**src/rtl/comparator_pkg.sv**
```systemverilog
// Shared definitions for the sequential magnitude comparator:
// FSM state encoding, result flag encoding and the offset-binary helper.
package comparator_pkg;

  // Widest operand the offset helper can handle.
  localparam int MAX_W = 64;

  typedef enum logic [1:0] {
    IDLE = 2'd0,
    CMP  = 2'd1,
    DONE = 2'd2
  } state_t;

  // Result flags packed as {b_gt, b_a_eq, a_gt}.
  localparam logic [2:0] RES_NONE = 3'b000;
  localparam logic [2:0] RES_B_GT = 3'b100;
  localparam logic [2:0] RES_EQ   = 3'b010;
  localparam logic [2:0] RES_A_GT = 3'b001;

  // Flip the operand MSB so two's-complement values order correctly as unsigned.
  function automatic logic [MAX_W-1:0] to_offset(input logic [MAX_W-1:0] v,
                                                 input logic signed_en,
                                                 input int width);
    logic [MAX_W-1:0] r;
    r = v;
    if (signed_en) begin
      r[width-1] = ~v[width-1];
    end else begin
      r = v;
    end
    return r;
  endfunction

endpackage

```
**src/rtl/comparator_digit.sv**
```systemverilog
// Combinational compare of one DIGIT-wide slice of each operand.
module comparator_digit
  import comparator_pkg::*;
#(
  parameter int DIGIT = 2
) (
  input  logic [DIGIT-1:0] bs,
  input  logic [DIGIT-1:0] as,
  output logic             gt,
  output logic             eq,
  output logic             lt
);

  assign gt = (bs > as);
  assign eq = (bs == as);
  assign lt = (bs < as);

endmodule

```
**src/rtl/comparator_seq.sv**
```systemverilog
// Multi-cycle magnitude comparator (b vs a), DIGIT bits per cycle, MSB slice first.
// Optional build macro COMPARATOR_SEQ_EARLY_EXIT_EN: finish on the first differing
// slice instead of always walking all NDIG slices.
module comparator_seq
  import comparator_pkg::*;
#(
  parameter int WIDTH = 8,
  parameter int DIGIT = 2
) (
  input  logic             clk,
  input  logic             rst_n,
  input  logic             start,
  input  logic             signed_en,
  input  logic [WIDTH-1:0] b,
  input  logic [WIDTH-1:0] a,
  output logic             busy,
  output logic             done,
  output logic             b_gt,
  output logic             b_a_eq,
  output logic             a_gt
);

  localparam int NDIG = WIDTH / DIGIT;
  localparam int CW   = $clog2(NDIG) + 1;

`ifdef COMPARATOR_SEQ_EARLY_EXIT_EN
  localparam bit EARLY = 1'b1;
`else
  localparam bit EARLY = 1'b0;
`endif

  if (WIDTH < 2) begin : g_chk_width
    $error("comparator_seq: WIDTH must be >= 2");
  end
  if ((WIDTH % DIGIT) != 0) begin : g_chk_digit
    $error("comparator_seq: WIDTH must be a multiple of DIGIT");
  end
  if (WIDTH > MAX_W) begin : g_chk_max
    $error("comparator_seq: WIDTH exceeds MAX_W");
  end

  state_t           state_r;
  logic [WIDTH-1:0] b_r;
  logic [WIDTH-1:0] a_r;
  logic [CW-1:0]    cnt_r;
  logic             decided_r;
  logic [2:0]       dec_res_r;
  logic [2:0]       flags_r;
  logic             busy_r;
  logic             done_r;

  logic [WIDTH-1:0] b_off_s;
  logic [WIDTH-1:0] a_off_s;
  logic [WIDTH-1:0] b_sh_s;
  logic [WIDTH-1:0] a_sh_s;
  logic [DIGIT-1:0] bs_s;
  logic [DIGIT-1:0] as_s;
  logic             gt_s;
  logic             eq_s;
  logic             lt_s;
  logic             last_s;
  logic             exit_s;
  logic [2:0]       next_res_s;

  // Offset-binary form of the incoming operands, stored at the capture edge.
  assign b_off_s = WIDTH'(to_offset(MAX_W'(b), signed_en, WIDTH));
  assign a_off_s = WIDTH'(to_offset(MAX_W'(a), signed_en, WIDTH));

  // Slice mux: shift the current slice up to the MSB end, then take the top DIGIT bits.
  assign b_sh_s = b_r << (int'(cnt_r) * DIGIT);
  assign a_sh_s = a_r << (int'(cnt_r) * DIGIT);
  assign bs_s   = b_sh_s[WIDTH-1 -: DIGIT];
  assign as_s   = a_sh_s[WIDTH-1 -: DIGIT];

  comparator_digit #(
    .DIGIT (DIGIT)
  ) u_digit (
    .bs (bs_s),
    .as (as_s),
    .gt (gt_s),
    .eq (eq_s),
    .lt (lt_s)
  );

  // Result this slice would produce, giving priority to an earlier decision.
  always_comb begin
    next_res_s = RES_NONE;
    last_s     = (cnt_r == CW'(NDIG - 1));
    if (decided_r) begin
      next_res_s = dec_res_r;
    end else if (gt_s) begin
      next_res_s = RES_B_GT;
    end else if (lt_s) begin
      next_res_s = RES_A_GT;
    end else begin
      next_res_s = RES_EQ;
    end
    if (EARLY) begin
      exit_s = last_s || (!decided_r && !eq_s);
    end else begin
      exit_s = last_s;
    end
  end

  // FSM, operand capture, slice counter and registered outputs.
  always_ff @(posedge clk or negedge rst_n) begin
    if (!rst_n) begin
      state_r   <= IDLE;
      b_r       <= '0;
      a_r       <= '0;
      cnt_r     <= '0;
      decided_r <= 1'b0;
      dec_res_r <= RES_NONE;
      flags_r   <= RES_NONE;
      busy_r    <= 1'b0;
      done_r    <= 1'b0;
    end else begin
      case (state_r)
        IDLE, DONE: begin
          done_r <= 1'b0;
          if (start) begin
            b_r       <= b_off_s;
            a_r       <= a_off_s;
            cnt_r     <= '0;
            decided_r <= 1'b0;
            dec_res_r <= RES_NONE;
            busy_r    <= 1'b1;
            state_r   <= CMP;
          end else begin
            busy_r  <= 1'b0;
            state_r <= IDLE;
          end
        end
        CMP: begin
          cnt_r <= cnt_r + CW'(1);
          if (!decided_r && !eq_s) begin
            decided_r <= 1'b1;
            dec_res_r <= next_res_s;
          end else begin
            decided_r <= decided_r;
          end
          if (exit_s) begin
            flags_r <= next_res_s;
            busy_r  <= 1'b0;
            done_r  <= 1'b1;
            state_r <= DONE;
          end else begin
            busy_r  <= 1'b1;
            done_r  <= 1'b0;
          end
        end
        default: begin
          busy_r  <= 1'b0;
          done_r  <= 1'b0;
          state_r <= IDLE;
        end
      endcase
    end
  end

  assign busy   = busy_r;
  assign done   = done_r;
  assign b_gt   = flags_r[2];
  assign b_a_eq = flags_r[1];
  assign a_gt   = flags_r[0];

endmodule

```
**config.mk**
```make
export PLATFORM = sky130hd
export DESIGN_NAME = comparator_seq
export DESIGN_NICKNAME = d
export VERILOG_FILES = /design/src/rtl/comparator_pkg.sv /design/src/rtl/comparator_digit.sv /design/src/rtl/comparator_seq.sv
export SDC_FILE = /design/constraint.sdc
export NUM_CORES = 1
export LEC_CHECK = 0
export BUFFER_PORTS_ARGS = -buffer_cell sky130_fd_sc_hd__buf_2
export CAP_MARGIN = 20
export CORE_MARGIN = 3
export CORE_UTILIZATION = 40
export CTS_CLUSTER_SIZE = 12
export DETAILED_ROUTE_END_ITERATION = 16
export GPL_TIMING_DRIVEN = 0
export PLACE_DENSITY = 0.62
export SYNTH_ARGS = -nofsm -noshare
export SYNTH_HDL_FRONTEND = slang
export SYNTH_HIERARCHICAL = 1
export SYNTH_SLANG_ARGS = --single-unit
```
**constraint.sdc**
```tcl
create_clock -name clk -period 3.45 [get_ports clk]
set_input_delay 0.1725 -clock clk [delete_from_list [all_inputs] [get_ports clk]]
set_output_delay 0.1725 -clock clk [all_outputs]
set_load 0.1 [all_outputs]
```
## Word-level counts from Yosys, hierarchy flattened

Cells that the tools add are included.

| word-level totals | value |
|---|---|
| bits of input ports | 20 |
| output and inout port bits | 5 |
| flip-flop bits (word level) | 30 |

| operators by class | value |
|---|---|
| bitwise gates (word level) | 2 |
| reduce and logical (&&, ||, !) cells | 10 |
| add/subtract/negate cells | 1 |
| $lt $le $gt $ge | 2 |
| shifts and indexed selects | 2 |
| equality and inequality tests | 7 |
| mux-type cells | 20 |

Operators by type and width:

| kind | count |
|---|---|
| 8-bit by 4-bit << shifter with 8-bit output | 2 |
| 3-bit two-way mux | 4 |
| 3-bit one-hot mux with 2 select lines | 2 |
| 1-bit two-way mux | 9 |
| 2-bit != test, second input constant | 3 |
| 2-bit AND reduction | 3 |
| 2-bit two-way mux | 2 |
| 1-bit one-hot mux with 2 select lines | 2 |
| 2-bit one-hot mux with 2 select lines | 1 |
| 3-bit by 1-bit adder with 3-bit output, second input constant | 1 |
| 3-bit by 2-bit equality test with 1-bit output, second input constant | 1 |
| 3-bit AND reduction | 1 |
| 2-bit by 1-bit equality test with 1-bit output, second input constant | 1 |
| 2-bit equality test | 1 |
| 2-bit equality test, second input constant | 1 |
| 2-bit > comparator | 1 |
| 1-bit zero test | 2 |
| 2-bit zero test | 1 |
| 2-bit < comparator | 1 |
| 1-bit inverter | 2 |
| 2-bit nonzero test | 1 |
| 2-bit OR reduction | 1 |
| 1-bit logical AND | 1 |

## Depth between registers and ports, before layout

Gate-level depths: netlist of the first run.

| depth | value |
|---|---|
| word-level depth | 7 |
| gate-level depth with buffers | 10 |

## Hierarchy

The synthesis of the first run kept the hierarchy.

Modules (own cells, without submodules):

| module | cells each | instances | area each (µm²) | sequential area each (µm²) |
|---|---|---|---|---|
| comparator_seq | 130 | 1 | 1338.8 | 750.7 |
| comparator_digit | 9 | 1 | 62.6 | 0.0 |

## Least setup slack after synthesis of the first run

Ideal clock, no wire load.

| path | value |
|---|---|
| kind | register to register |
| from | reg cnt_r[0] |
| to | reg dec_res_r[1] |
| setup slack | 1004 ps |
| buffers on the path | 2 |
| arrival | 2323 ps |
| cell stages (with the launch flop) | 10 |
| path through | dfrtp_1 buf_2 mux4_2 and2_1 ha_1 and2_4 or4b_1 buf_6 nand3_2 o21ai_2 |

| between the ends | value |
|---|---|
| elaborated cells on any way between the ends | 14 |
| classes of those cells | 2 x order compare; 2 x eq/ne; 2 x shift; 5 x mux; 3 x reduce/logical |

RTL lines:

| element | RTL line | source |
|---|---|---|
| start: declaration | comparator_seq.sv:45 | `logic [CW-1:0] cnt_r;` |
| start signal: assignment | comparator_seq.sv:135 | `cnt_r <= cnt_r + CW'(1);` |
| 8-bit by 4-bit << shifter with 8-bit output | comparator_seq.sv:70 | `assign b_sh_s = b_r << (int'(cnt_r) * DIGIT);` |
| named net b_sh_s[7] | comparator_seq.sv:54 | `logic [WIDTH-1:0] b_sh_s;` |
| 2-bit equality test | comparator_digit.sv:15 | `assign eq = (bs == as);` |
| named net eq_s | comparator_seq.sv:59 | `logic eq_s;` |
| 1-bit zero test | comparator_seq.sv:136 | `if (!decided_r && !eq_s) begin` |
| 1-bit logical AND | comparator_seq.sv:136 |  |
| 2-bit != test (no source line) | - |  |
| 3-bit AND reduction (no source line) | - |  |
| end signal: assignment | comparator_seq.sv:138 | `dec_res_r <= next_res_s;` |
| end: declaration | comparator_seq.sv:47 | `logic [2:0] dec_res_r;` |

The timed path passes the listed nets, and every way through them passes these cells. The select of a mux whose other input is x is not followed.
A chain may end at the register's enable or synchronous reset.

## Worst setup path after layout of the first run

| path | value |
|---|---|
| from | reg cnt_r[0] |
| to | reg dec_res_r[0] |

The elaborated chain is that of the path after synthesis.

==> summary by stage, run 1 <==
Outcome
The flow ran to the end, and the final reports show no timing, DRC or antenna violations.

Yosys
Counting distinct cell types in the post-synthesis netlist gives 26. The share of the Yosys chip area taken by registers is 0.5357. The total of warnings raised by yosys is 6. The number of register bits inferred by synthesis is 30.

The top cell type by total area after synthesis is sky130_fd_sc_hd__dfrtp_1. The netlist area before placement is 1401 um^2. The number of nets in the synthesized netlist is 163. The synthesized instance count is 139.

Yosys attributes the largest share of cell area to sky130_fd_sc_hd__dfrtp_1 54%, sky130_fd_sc_hd__nand2_1 13%, sky130_fd_sc_hd__mux4_2 6.4%. The average instance area after synthesis is 10.08 um^2. The share of synthesized area in the top cell type comes to 0.5357.

Global route
The met2 layer usage reported by global route is 0.2440. The first-pass GRT wire length is 4850 um. The via count of the first global-routing pass is 1096.

met2 is the most crowded layer. The sum of overflow across all layers after global routing is 0. For this run, the total global-route usage over all layers was measured as 0.1523.

Entering global routing, the biggest net connects 31 pins. The initial antenna violation count is 0. For met3 alone, demand over resource in global routing was 0.04103. In the global route stage, met1 resource usage came out at 0.1814.

Setup path
The worst setup path is launched from a register. The number of cells on the worst reg-to-reg path is 9. The critical-path maximum fanout is 7. STA classifies the critical path endpoint as a register.

The category of the critical setup timing path is reg -> reg. For the worst setup path, the data arrival time is 2.78 ns. The required time reported for the critical path endpoint is 3.68 ns.

Clock tree
The clock latency on the worst-skew pair is 0.33 ns. The number of sinks driven by the clock tree is 30. The post-CTS clock slew at the launch and capture registers of the worst setup and hold paths is 0.09 ns.

The post-CTS repair timing setup buffer count is 0. The depth of the CTS H-tree is 2. The total clock buffers created by CTS is 5. Once the clock tree was built, the resizer swapped 0 gates to a different size. The CTS tree is built. The clock passes through at most 2 buffers. The tree is rooted in a sky130_fd_sc_hd__clkbuf_4.

Power
In this run the static leakage power is 0.8282 nW. The power density of the placed cells is 1044 nW/um^2. The design draws 1.703 mW. The worst-case IR drop observed on VDD is 372.1 uV.

Placed design
The post-detailed-placement half-perimeter wirelength is 1976 um. At the end of routability-driven placement, the weighted congestion stood at 0.6957. The number of input and output port buffers inserted is 24.

Worst hold path
The tightest min-delay check is of the in -> reg type. The depth of the worst hold-timing path is 3.

Layout
The most frequent standard cell in the layout excluding fill and tap cells is sky130_fd_sc_hd__nand2_1. The layout has 312 filler cells. In the final design database the tool counted 195 nets. The top cell types in the final layout, fill and taps aside, are 49 x sky130_fd_sc_hd__nand2_1, 30 x sky130_fd_sc_hd__dfrtp_1, 28 x sky130_fd_sc_hd__buf_2.

The final core utilization is 0.5094. The area growth from synthesis to layout is 16.43%. The number of inserted diodes is 0. In the final layout, the share of cells above drive strength 1 is 0.2632.

Die
The die covers 4250 um^2. The I/O pin total is 25. The die is 65.19 um wide.

The floorplan has 20 rows. The initial utilization of the core area, before any placement, comes to 0.4375. The height of the chip is 65.19 um. In this run the standard cell core region covers 3203 um^2.

Route
The average vias per placed instance is 4.828. For this block, the routed nets add up to 2672 um of wire. The detailed router placed 1038 vias in this run. For this run, design rule violations remaining after detail routing come to 0.

The post-detailed-route count of antenna-violating nets is 0. The number of DRC markers after the initial detailed-route iteration is 38. The average detailed-routed wire length per instance is 12.43 um. The number of search-and-repair iterations in the first detailed-routing pass is 4.

STA
The achievable clock frequency is 391.0 MHz. The number of pins exceeding their max-slew limit in the final report is 0. The slew at the pin with the worst max-slew slack is 0.6759 ns. The clock period minus worst slack is 2.558 ns. The clock skew is 0.004119 ns.

The total negative slack for setup checks is 0 ns. The number of hold violations in the final report is 0. The worst pin sits at a relative slew slack of 0.5494. Of the available clock period, the critical path in the final layout requires 0.7414. Setup repair after global routing left no endpoint under its margin. Setup violations remaining at the end of the flow were counted as 0.

Flow run
The number of maximum-capacitance violations is 0.
[worst max-delay path, cell delays in order, from the launching register on]
cell                      delay, ns
sky130_fd_sc_hd__dfrtp_1       0.35
sky130_fd_sc_hd__buf_2         0.21
sky130_fd_sc_hd__mux4_2        0.52
sky130_fd_sc_hd__and2_1        0.17
sky130_fd_sc_hd__ha_1          0.30
sky130_fd_sc_hd__and2_4        0.14
sky130_fd_sc_hd__or4b_1        0.48
sky130_fd_sc_hd__buf_6         0.16
sky130_fd_sc_hd__nand3_2       0.07
sky130_fd_sc_hd__o21ai_2       0.05
[logic make-up after synthesis]
family,after synthesis,synth area share
muxes,4,0.06429
and+or+nand+nor,70,0.2357
DFF,30,0.5357
xor gates and xnor gates,2,0.01250
buffers and inverters,12,0.04107
adders and majority gates,4,0.03572
AOI/OAI and AO/OA,17,0.07501
[power breakdown]
group | switching [mW] | internal, mW | leakage [nW]
Sequential | 0.0958 | 0.505 | 0.374
Clock | 0.114 | 0.0766 | 0.0254
Combinational | 0.549 | 0.362 | 0.428
Total | 0.759 | 0.944 | 0.828
[registers in the layout, indices dropped and copies added (netlist names)]
name       count
a_r            8
b_r            8
busy           1
cnt_r          3
dec_res_r      3
decided_r      1
done           1
flags_r        3
state_r        2
[per-stage QoR]
step	cell area [um^2]	worst slack (ns)	hold WS (ns)	instances
after global placement	1577	0.8963	0.2370	207
after detailed placement	1577	0.8906	0.2441	207
after CTS	1632	0.8770	0.01505	215
final	1632	0.8922	0.02196	215
after floorplan	1401	1.004	-0.1231	139
after global routing	1632	0.7682	0.01693	215
[layout make-up]
cell class	count	area, um^2	area share
flip-flops and latches	30	750.7	0.4601
multi-input cells	97	593.1	0.3635
repair buffers	25	130.1	0.07975
well taps	44	55.05	0.03374
clock buffers	7	45.04	0.02761
plain buffers	6	35.03	0.02147
inverters	6	22.52	0.01380
[what timing repair did]
item,in CTS,in global routing
hold buffers,1,0
endpoints found under the setup margin,0,0
hold endpoints to repair,30,0
[cells in the mapped netlist (all sizes together)]
| cell type | instances |
|---|---|
| and2 | 6 |
| nor3b | 1 |
| a31oi | 1 |
| o2bb2ai | 1 |
| or4b | 1 |
| dfrtp | 30 |
| clkbuf | 1 |
| nand2 | 49 |
| xnor2 | 2 |
| ha | 4 |
| buf | 5 |
| o21ai | 10 |
| nor2b | 2 |
| nor2 | 1 |
| nor3 | 1 |
| a21oi | 4 |
| nand3 | 4 |
| a22o | 1 |
| mux4 | 4 |
| inv | 6 |
| nand2b | 4 |
| nand3b | 1 |
[path summary, 6_finish.rpt]
| check | start | end | slack [ns] |
|---|---|---|---|
| worst max-delay path | cnt_r[0] | dec_res_r[0] | 0.89 |
| worst min-delay path | b[5] | b_r[5] | 0.02 |
| worst max register to register | cnt_r[0] | dec_res_r[0] | 0.89 |
| worst min register to register | b_r[2] | b_r[2] | 0.48 |
| max in group asynchronous | rst_n | cnt_r[1] | 2.60 |
| min in group asynchronous | rst_n | b_r[3] | 0.41 |
[routing by layer]
layer	wire length, um	share of wire
met5	0	0
met1	1164	0.44
met2	1308	0.49
met3	138	0.052
met4	61	0.023
No activity file was read; power rests on OpenSTA's default activity.
==> run 2, diff against run 1 <==
--- a/config.mk
+++ b/config.mk
@@ -12,7 +12,7 @@
 export CTS_CLUSTER_SIZE = 12
 export DETAILED_ROUTE_END_ITERATION = 16
 export GPL_TIMING_DRIVEN = 0
-export PLACE_DENSITY = 0.62
+export PLACE_DENSITY = 0.65
 export SYNTH_ARGS = -nofsm -noshare
 export SYNTH_HDL_FRONTEND = slang
 export SYNTH_HIERARCHICAL = 1
==> constraint.sdc (replaced) <==
create_clock -name clk -period 2.3 [get_ports clk]
set_input_delay 0.115 -clock clk [delete_from_list [all_inputs] [get_ports clk]]
set_output_delay 0.115 -clock clk [all_outputs]
set_load 0.1 [all_outputs]
==> summary by stage, run 2 (same netlist as run 1, synthesis figures left out) <==
Route
The post-detailed-route count of antenna-violating nets is 0 (unchanged). The detailed-route DRC error count is 0 (unchanged). The total number of vias is 1115 (+7.4%). The number of DRC markers after the initial detailed-route iteration came to 40 (+5.3%). The average detailed-routed wire length per instance came to 12.26 um (-1.4%). The number of search-and-repair iterations in the first detailed-routing pass is 4 (unchanged).

The total wirelength of the detailed-routed design came to 2819 um (+5.5%). The average vias per placed instance came to 4.848 (+0.41%).

Die
The area enclosed by the die boundary is 4250 um^2 (unchanged). The height of the chip came to 65.19 um (unchanged). The chip width is 65.19 um (unchanged). The I/O pin total was 25 (unchanged). The placement row count was 20 (unchanged). The placeable core region was 3203 um^2 (unchanged). The starting density of the core came to 0.4375 (unchanged).

Placed design
The number of input and output port buffers inserted is 24 (unchanged). The total cell area at the placement stage was 1583 um^2 (+0.40%). The final weighted congestion of routability-driven global placement is 0.7405 (+6.4%). The post-detailed-placement half-perimeter wirelength is 2006 um (+1.5%).

Global route
The pin count of the biggest net entering global routing was 31 (unchanged). The sum of overflow across all layers after global routing is 0 (unchanged). The via count of the first global-routing pass is 1149 (+4.8%).

The initial antenna violation count is 0 (unchanged). The first-pass GRT wire length was 4954 um (+2.1%). The global router's overall resource usage is 0.1565 (+0.004189).

Flow run
The number of maximum-capacitance violations was 0 (unchanged).

Layout
Leaving out fill and tap cells, the most frequent cell in the layout is sky130_fd_sc_hd__nand2_1. The share of cells above drive strength 1 is 0.3118 (+0.04867). In the final layout, the registers with the most flip-flops are a_r (8), b_r (8). In the layout the commonest cells are 49 x sky130_fd_sc_hd__nand2_1, 30 x sky130_fd_sc_hd__dfrtp_1, 27 x sky130_fd_sc_hd__buf_2. The area growth from synthesis to layout is 30.98%. The number of nets in the final layout is 209 (+7.2%). The post-route cell area is 1836 um^2 (+13%). The number of inserted diodes is 0 (unchanged).

Clock tree
The clock latency on the worst-skew pair was 0.32 ns (about the same). TritonCTS built the clock tree. The post-CTS clock slew at the launch and capture registers of the worst setup and hold paths came to 0.09 ns (about the same). The buffer depth of the longest clock path is 2 (unchanged). The number of sinks driven by the clock tree is 30 (unchanged). The depth of the CTS H-tree is 2 (unchanged). The root buffer cell chosen for the clock tree is sky130_fd_sc_hd__clkbuf_4. The total clock buffers created by CTS was 5 (unchanged).

Power
The power density of the placed cells is 1518 nW/um^2 (+45%). The share of total power in the clock network was 0.116 (+0.004). The switching share of power came to 0.4367 (-0.008924). The maximum ir drop on the vdd rail is 543.2 uV (+46%). The combinational group share of total power came to 0.557 (+0.022).

The part of the total power dissipated in sequential elements is 0.327 (-0.026). The total net switching power is 1.217 mW (+60%). The total internal power is 1.569 mW (+66%).

The post-route total power is 2.786 mW (+64%). The static power due to leakage is 0.9063 nW (+9.4%).

STA
The clock period minus worst slack is 2.388 ns (-0.1701 ns). Setup repair after global routing could not meet its margin everywhere. The achievable clock frequency is 418.8 MHz (+7.1%). The headroom to the max-slew limit is 0.5676 (+0.01820). The slew at the pin with the worst max-slew slack is 0.6486 ns (-0.02730 ns). The number of hold violations in the final report was 0 (unchanged). The number of failing setup endpoints in the final timing report is 3 (+3).

The final setup slack of the worst path is -0.08767 ns (-0.9799 ns). The number of pins exceeding their max-slew limit in the final report is 0 (unchanged). The share of the cycle needed by the critical path after routing is 1.038 (+0.2967). The clock skew is 0.004336 ns (+0.0002164 ns).

Outcome
The final reports fail on negative setup slack. The run finished, with violations left.

Setup path
The sort of element at the end of the critical path is a register. The startpoint type of the worst setup path is a register. The critical path is of the reg -> reg type. The required time reported for the critical path endpoint is 2.52 ns (-1.16 ns).

The kind of cell with the highest combined delay along the critical path is simple AND/OR/NAND/NOR gates. The most numerous cell type found on the critical path is sky130_fd_sc_hd__and2_4. The critical path startpoint is cnt_r[0]. The combined buffer and inverter count along the critical path came to 2 (unchanged). The data arrival at the endpoint of the critical path is 2.61 ns (-0.17 ns). The largest stage delay on the critical path was 0.55 ns (+0.03 ns). The startpoint of the worst register-to-register path is cnt_r[0].

The critical path goes through buf_6 > mux4_2 > and2_4 > inv_2 > ha_4 > and2_4 > or4b_4 > nand3_2 > o21ai_2. The largest individual stage delay along the critical path comes from the cell sky130_fd_sc_hd__or4b_4. The critical-path maximum fanout is 7 (unchanged).

Worst hold path
The worst min-delay path startpoint is a[7]. The worst hold path belongs to the class in -> reg.
-- run 2: cell types whose count changed in the layout (fill, tap and decap cells not counted), moves of 2 or more --
cell and change:
sky130_fd_sc_hd__and2_1 -4, sky130_fd_sc_hd__inv_1 -2, sky130_fd_sc_hd__and2_4 +4, sky130_fd_sc_hd__ha_4 +2, sky130_fd_sc_hd__ha_1 -2, sky130_fd_sc_hd__inv_2 +2
sky130_fd_sc_hd__a21oi_2 +2, sky130_fd_sc_hd__dlygate4sd3_1 +14, sky130_fd_sc_hd__a21oi_1 -2
-- run 2: worst register-to-register path, cell delays in order (launching register included) --
cell                      delay [ns]
sky130_fd_sc_hd__dfrtp_1        0.38
sky130_fd_sc_hd__buf_6          0.14
sky130_fd_sc_hd__mux4_2         0.50
sky130_fd_sc_hd__and2_4         0.17
sky130_fd_sc_hd__inv_2          0.06
sky130_fd_sc_hd__ha_4           0.19
sky130_fd_sc_hd__and2_4         0.14
sky130_fd_sc_hd__or4b_4         0.55
sky130_fd_sc_hd__nand3_2        0.10
sky130_fd_sc_hd__o21ai_2        0.05
-- run 2: layout make-up --
class | count | area, um^2
Inverter | 6 | 22.52
Multi-Input combinational cell | 97 | 639.4
Fill cell | 308 | 1368
Clock buffer | 7 | 55.05
Buffer | 5 | 30.03
Sequential cell | 30 | 750.7
Timing Repair Buffer | 40 | 277.8
Clock inverter | 1 | 5.005
Tap cell | 44 | 55.05
-- run 2: repair_timing --
action                     4_1_cts  5_1_grt
hold endpoints to repair        44        0
setup endpoints to repair        6        7
setup buffers                    1        0
hold buffers                    15        0
resized for setup                8        3
pin swaps                        6        0
-- run 2: metrics by stage --
step	setup TNS (ns)	instances	utilization	hold slack, ns	setup slack (ns)
floorplan	-0.2685	139	-	-0.1806	-0.09224
global placement	-0.5806	207	0.4941	0.1699	-0.1777
detailed placement	-0.6769	207	0.4941	0.1827	-0.1994
CTS	-0.2612	230	0.5699	0.09316	-0.08525
global route	-0.7289	230	0.5730	0.1146	-0.1622
finish	-0.2543	230	0.5730	0.09955	-0.08767
-- run 2: final timing paths --
kind                                endpoint  slack [ns]  cells after the start
worst max-delay path            dec_res_r[0]       -0.09                      9
worst min register to register        b_r[6]        0.48                      2
worst min-delay path                  a_r[7]         0.1                      3
max in group asynchronous             a_r[2]        1.53                      2
worst max register to register  dec_res_r[0]       -0.09                      9
min in group asynchronous           cnt_r[1]        0.34                      2
-- run 2: routing by layer --
layer	vias up	GRT usage	wire length, um
li1	556	-	-
met1	532	0.1798	1245
met2	21	0.2554	1390
met3	6	0.05812	111
met4	0	0.07772	72
met5	-	0	0
-- run 2: power groups by stage --
stage | logic, mW | registers, mW | clock network (mW)
finish | 1.55 | 0.911 | 0.323
global route | 1.72 | 0.943 | 0.355
CTS | 1.51 | 0.913 | 0.335
detailed placement | 1.38 | 0.922 | 0
global placement | 1.35 | 0.907 | 0
floorplan | 0.898 | 1.13 | 0
==> run 3, diff against run 2 <==
--- a/config.mk
+++ b/config.mk
@@ -9,6 +9,7 @@
 export CAP_MARGIN = 20
 export CORE_MARGIN = 3
 export CORE_UTILIZATION = 40
+export CTS_BUF_LIST = sky130_fd_sc_hd__clkbuf_8
 export CTS_CLUSTER_SIZE = 12
 export DETAILED_ROUTE_END_ITERATION = 16
 export GPL_TIMING_DRIVEN = 0
==> summary by stage, run 3 (same netlist as run 1, synthesis figures left out) <==
Outcome
The run finished, with violations left. The final reports fail on negative setup slack.

Layout
The non-filler instance count after layout is 216 (-6.1%). The final core utilization came to 0.5406 (-0.03242). The number of inserted diodes is 0 (unchanged). The most frequent standard cell in the layout excluding fill and tap cells is sky130_fd_sc_hd__nand2_1. The post-route cell area is 1732 um^2 (-5.7%). The area growth from synthesis to layout is 23.57%. In the layout the commonest cells are 49 x sky130_fd_sc_hd__nand2_1, 30 x sky130_fd_sc_hd__dfrtp_1, 27 x sky130_fd_sc_hd__buf_2. The largest registers in the layout are a_r (8), b_r (8). The share of cells above drive strength 1 is 0.3430 (+0.03120). The number of nets in the final layout is 195 (-6.7%). The number of inserted filler cells in the final layout is 326 (+5.8%).

Placed design
The total cell area at the placement stage came to 1583 um^2 (unchanged). The number of input and output port buffers inserted is 24 (unchanged). The post-detailed-placement half-perimeter wirelength is 2006 um (unchanged).

The final weighted congestion of routability-driven global placement was 0.7405 (unchanged). The cell count after placement is 207 (unchanged).

Die
The starting density of the core is 0.4375 (unchanged). The chip width is 65.19 um (unchanged). The placement row count was 20 (unchanged). The height of the chip was 65.19 um (unchanged).

The I/O pin total is 25 (unchanged). The area enclosed by the die boundary is 4250 um^2 (unchanged). The placeable core region is 3203 um^2 (unchanged).

Power
The total internal power is 1.655 mW (+5.5%). The post-route total power is 2.895 mW (+3.9%). The combinational group share of total power was 0.538 (-0.019). The power density of the placed cells came to 1672 nW/um^2 (+10%). The static power due to leakage is 0.8663 nW (-4.4%).

The part of the total power dissipated in sequential elements came to 0.316 (-0.011). The switching share of power is 0.4282 (-0.008439). The share of total power in the clock network is 0.145 (+0.029).

The maximum ir drop on the vdd rail came to 512.9 uV (-5.6%). The total net switching power is 1.240 mW (+1.9%).

Setup path
The reg-to-reg critical path endpoint is dec_res_r[0]. The cell family with the largest share of critical-path delay is simple AND/OR/NAND/NOR gates. The standard cell with the maximum stage delay on the critical path is sky130_fd_sc_hd__or4b_4. The critical-path maximum fanout is 7 (unchanged). The largest stage delay on the critical path is 0.55 ns (about the same). The critical path is of the reg -> reg type. The worst register-to-register path begins at cnt_r[0]. STA classifies the critical path endpoint as a register. The number of cells on the worst reg-to-reg path is 9 (unchanged). The data arrival at the endpoint of the critical path is 2.54 ns (-0.07 ns). The setup slack of the most critical reg-to-reg path came to -0.08 ns (about the same). The cell repeated most along the worst path is sky130_fd_sc_hd__and2_4.

The combined buffer and inverter count along the critical path came to 2 (unchanged). Traced cell by cell, the critical path runs through buf_6 > mux4_2 > and2_4 > inv_2 > ha_4 > and2_4 > or4b_4 > nand3_2 > o21ai_2. The startpoint type of the worst setup path is a register. The required time reported for the critical path endpoint was 2.46 ns (-0.06 ns).

Worst hold path
For hold timing, the worst endpoint is a_r[1]. The class of the tightest hold or removal check is in -> reg. The worst min-delay path startpoint is a[1]. The depth of the worst hold-timing path came to 3 (unchanged).

Clock tree
The buffer depth of the longest clock path is 2 (unchanged). Clock tree synthesis selected as its root buffer the cell sky130_fd_sc_hd__clkbuf_8. The number of sinks driven by the clock tree is 30 (unchanged). The total clock buffers created by CTS is 5 (unchanged). The clock latency on the worst-skew pair is 0.27 ns (-0.05 ns). The post-CTS clock slew at the launch and capture registers of the worst setup and hold paths was 0.06 ns (-0.03 ns).

The depth of the CTS H-tree is 2 (unchanged). TritonCTS built the clock tree.

Route
The detailed-route DRC error count is 0 (unchanged). The average vias per placed instance is 4.810 (-0.78%). The number of search-and-repair iterations in the first detailed-routing pass was 3 (-1). The post-detailed-route count of antenna-violating nets is 0 (unchanged). The number of DRC markers after the initial detailed-route iteration came to 45 (+13%). The average detailed-routed wire length per instance was 12.60 um (+2.8%). The total wirelength of the detailed-routed design was 2722 um (-3.4%). The total number of vias is 1039 (-6.8%).

STA
The number of failing setup endpoints in the final timing report is 3 (unchanged). The worst hold margin is 0.02614 ns (-0.07340 ns). The final setup slack of the worst path came to -0.07837 ns (+0.009299 ns). The number of pins exceeding their max-slew limit in the final report is 0 (unchanged). The slew at the pin with the worst max-slew slack came to 0.6591 ns (+0.01056 ns).

The number of hold violations in the final report is 0 (unchanged). The clock skew is 0.003581 ns (-0.0007544 ns). The headroom to the max-slew limit is 0.5606 (-0.007040).

Setup repair after global routing could not meet its margin everywhere. The clock period minus worst slack is 2.378 ns (-0.009299 ns). The share of the cycle needed by the critical path after routing was 1.034 (-0.004043). The achievable clock frequency is 420.5 MHz (+0.39%).

Global route
The pin count of the biggest net entering global routing was 31 (unchanged). The sum of overflow across all layers after global routing is 0 (unchanged). The initial antenna violation count was 0 (unchanged).

The global router's overall resource usage is 0.1517 (-0.004753). The via count of the first global-routing pass was 1100 (-4.3%). The first-pass GRT wire length was 4836 um (-2.4%).

Flow run
The number of maximum-capacitance violations came to 0 (unchanged).
==> run 3: cell types whose count changed in the layout (fill, tap and decap cells not counted) <==
cell / change
sky130_fd_sc_hd__nor3_1: -1
sky130_fd_sc_hd__clkbuf_1: -1
sky130_fd_sc_hd__nor3_2: +1
sky130_fd_sc_hd__clkbuf_4: -5
sky130_fd_sc_hd__dlygate4sd3_1: -14
sky130_fd_sc_hd__inv_1: +1
sky130_fd_sc_hd__clkbuf_8: +5
==> run 3: routing by layer <==
metal	share of wire	vias to the layer above	track usage
met1	0.45	490	0.1820
met5	0	-	0
li1	-	526	-
met2	0.49	18	0.2491
met4	0.019	0	0.06218
met3	0.046	5	0.05128
==> run 3: repair_timing <==
| action | 4_1_cts | 5_1_grt |
|---|---|---|
| pin swaps | 6 | 1 |
| hold buffers | 1 | 0 |
| setup buffers | 1 | 0 |
| hold endpoints to repair | 30 | 0 |
| gates resized for setup | 8 | 4 |
| endpoints found under the setup margin | 6 | 7 |
==> run 3: how the worst max path moves through the flow <==
stage	endpoint	slack, ns	start	cells after the start
2_1_floorplan	dec_res_r[1]	-0.09	cnt_r[0]	9
3_3_place_gp	dec_res_r[1]	-0.18	cnt_r[0]	9
3_5_place_dp	dec_res_r[0]	-0.20	cnt_r[0]	10
4_1_cts	dec_res_r[0]	-0.08	cnt_r[0]	9
5_1_grt	dec_res_r[1]	-0.16	cnt_r[0]	9
6_report	dec_res_r[0]	-0.08	cnt_r[0]	9
==> run 3: area by class of cell <==
class / count / area [um^2] / share of cell area
inverters: 6 / 22.52 / 0.01301
multi-input cells: 97 / 644.4 / 0.3721
well taps: 44 / 55.05 / 0.03179
repair buffers: 26 / 137.6 / 0.07948
flip-flops and latches: 30 / 750.7 / 0.4335
plain buffers: 5 / 30.03 / 0.01734
clock inverters: 2 / 8.758 / 0.005058
clock buffers: 6 / 82.58 / 0.04769
==> run 3: power groups by stage <==
stage	clock [mW]	combinational (mW)	sequential [mW]
6_report	0.420	1.56	0.916
5_1_grt	0.457	1.73	0.945
4_1_cts	0.432	1.49	0.915
3_5_place_dp	0	1.38	0.922
3_3_place_gp	0	1.35	0.907
2_1_floorplan	0	0.898	1.13
==> run 3: metrics by stage <==
step / setup TNS [ns] / setup WS (ns)
global route: -0.6991 / -0.1626
global placement: -0.5806 / -0.1777
detailed placement: -0.6769 / -0.1994
floorplan: -0.2685 / -0.09224
CTS: -0.2491 / -0.08305
finish: -0.2273 / -0.07837
==> run 3: worst min-delay path: stages <==
cell	delay [ns]
sky130_fd_sc_hd__buf_2	0.08
sky130_fd_sc_hd__nand2_1	0.04
sky130_fd_sc_hd__nand2_1	0.04
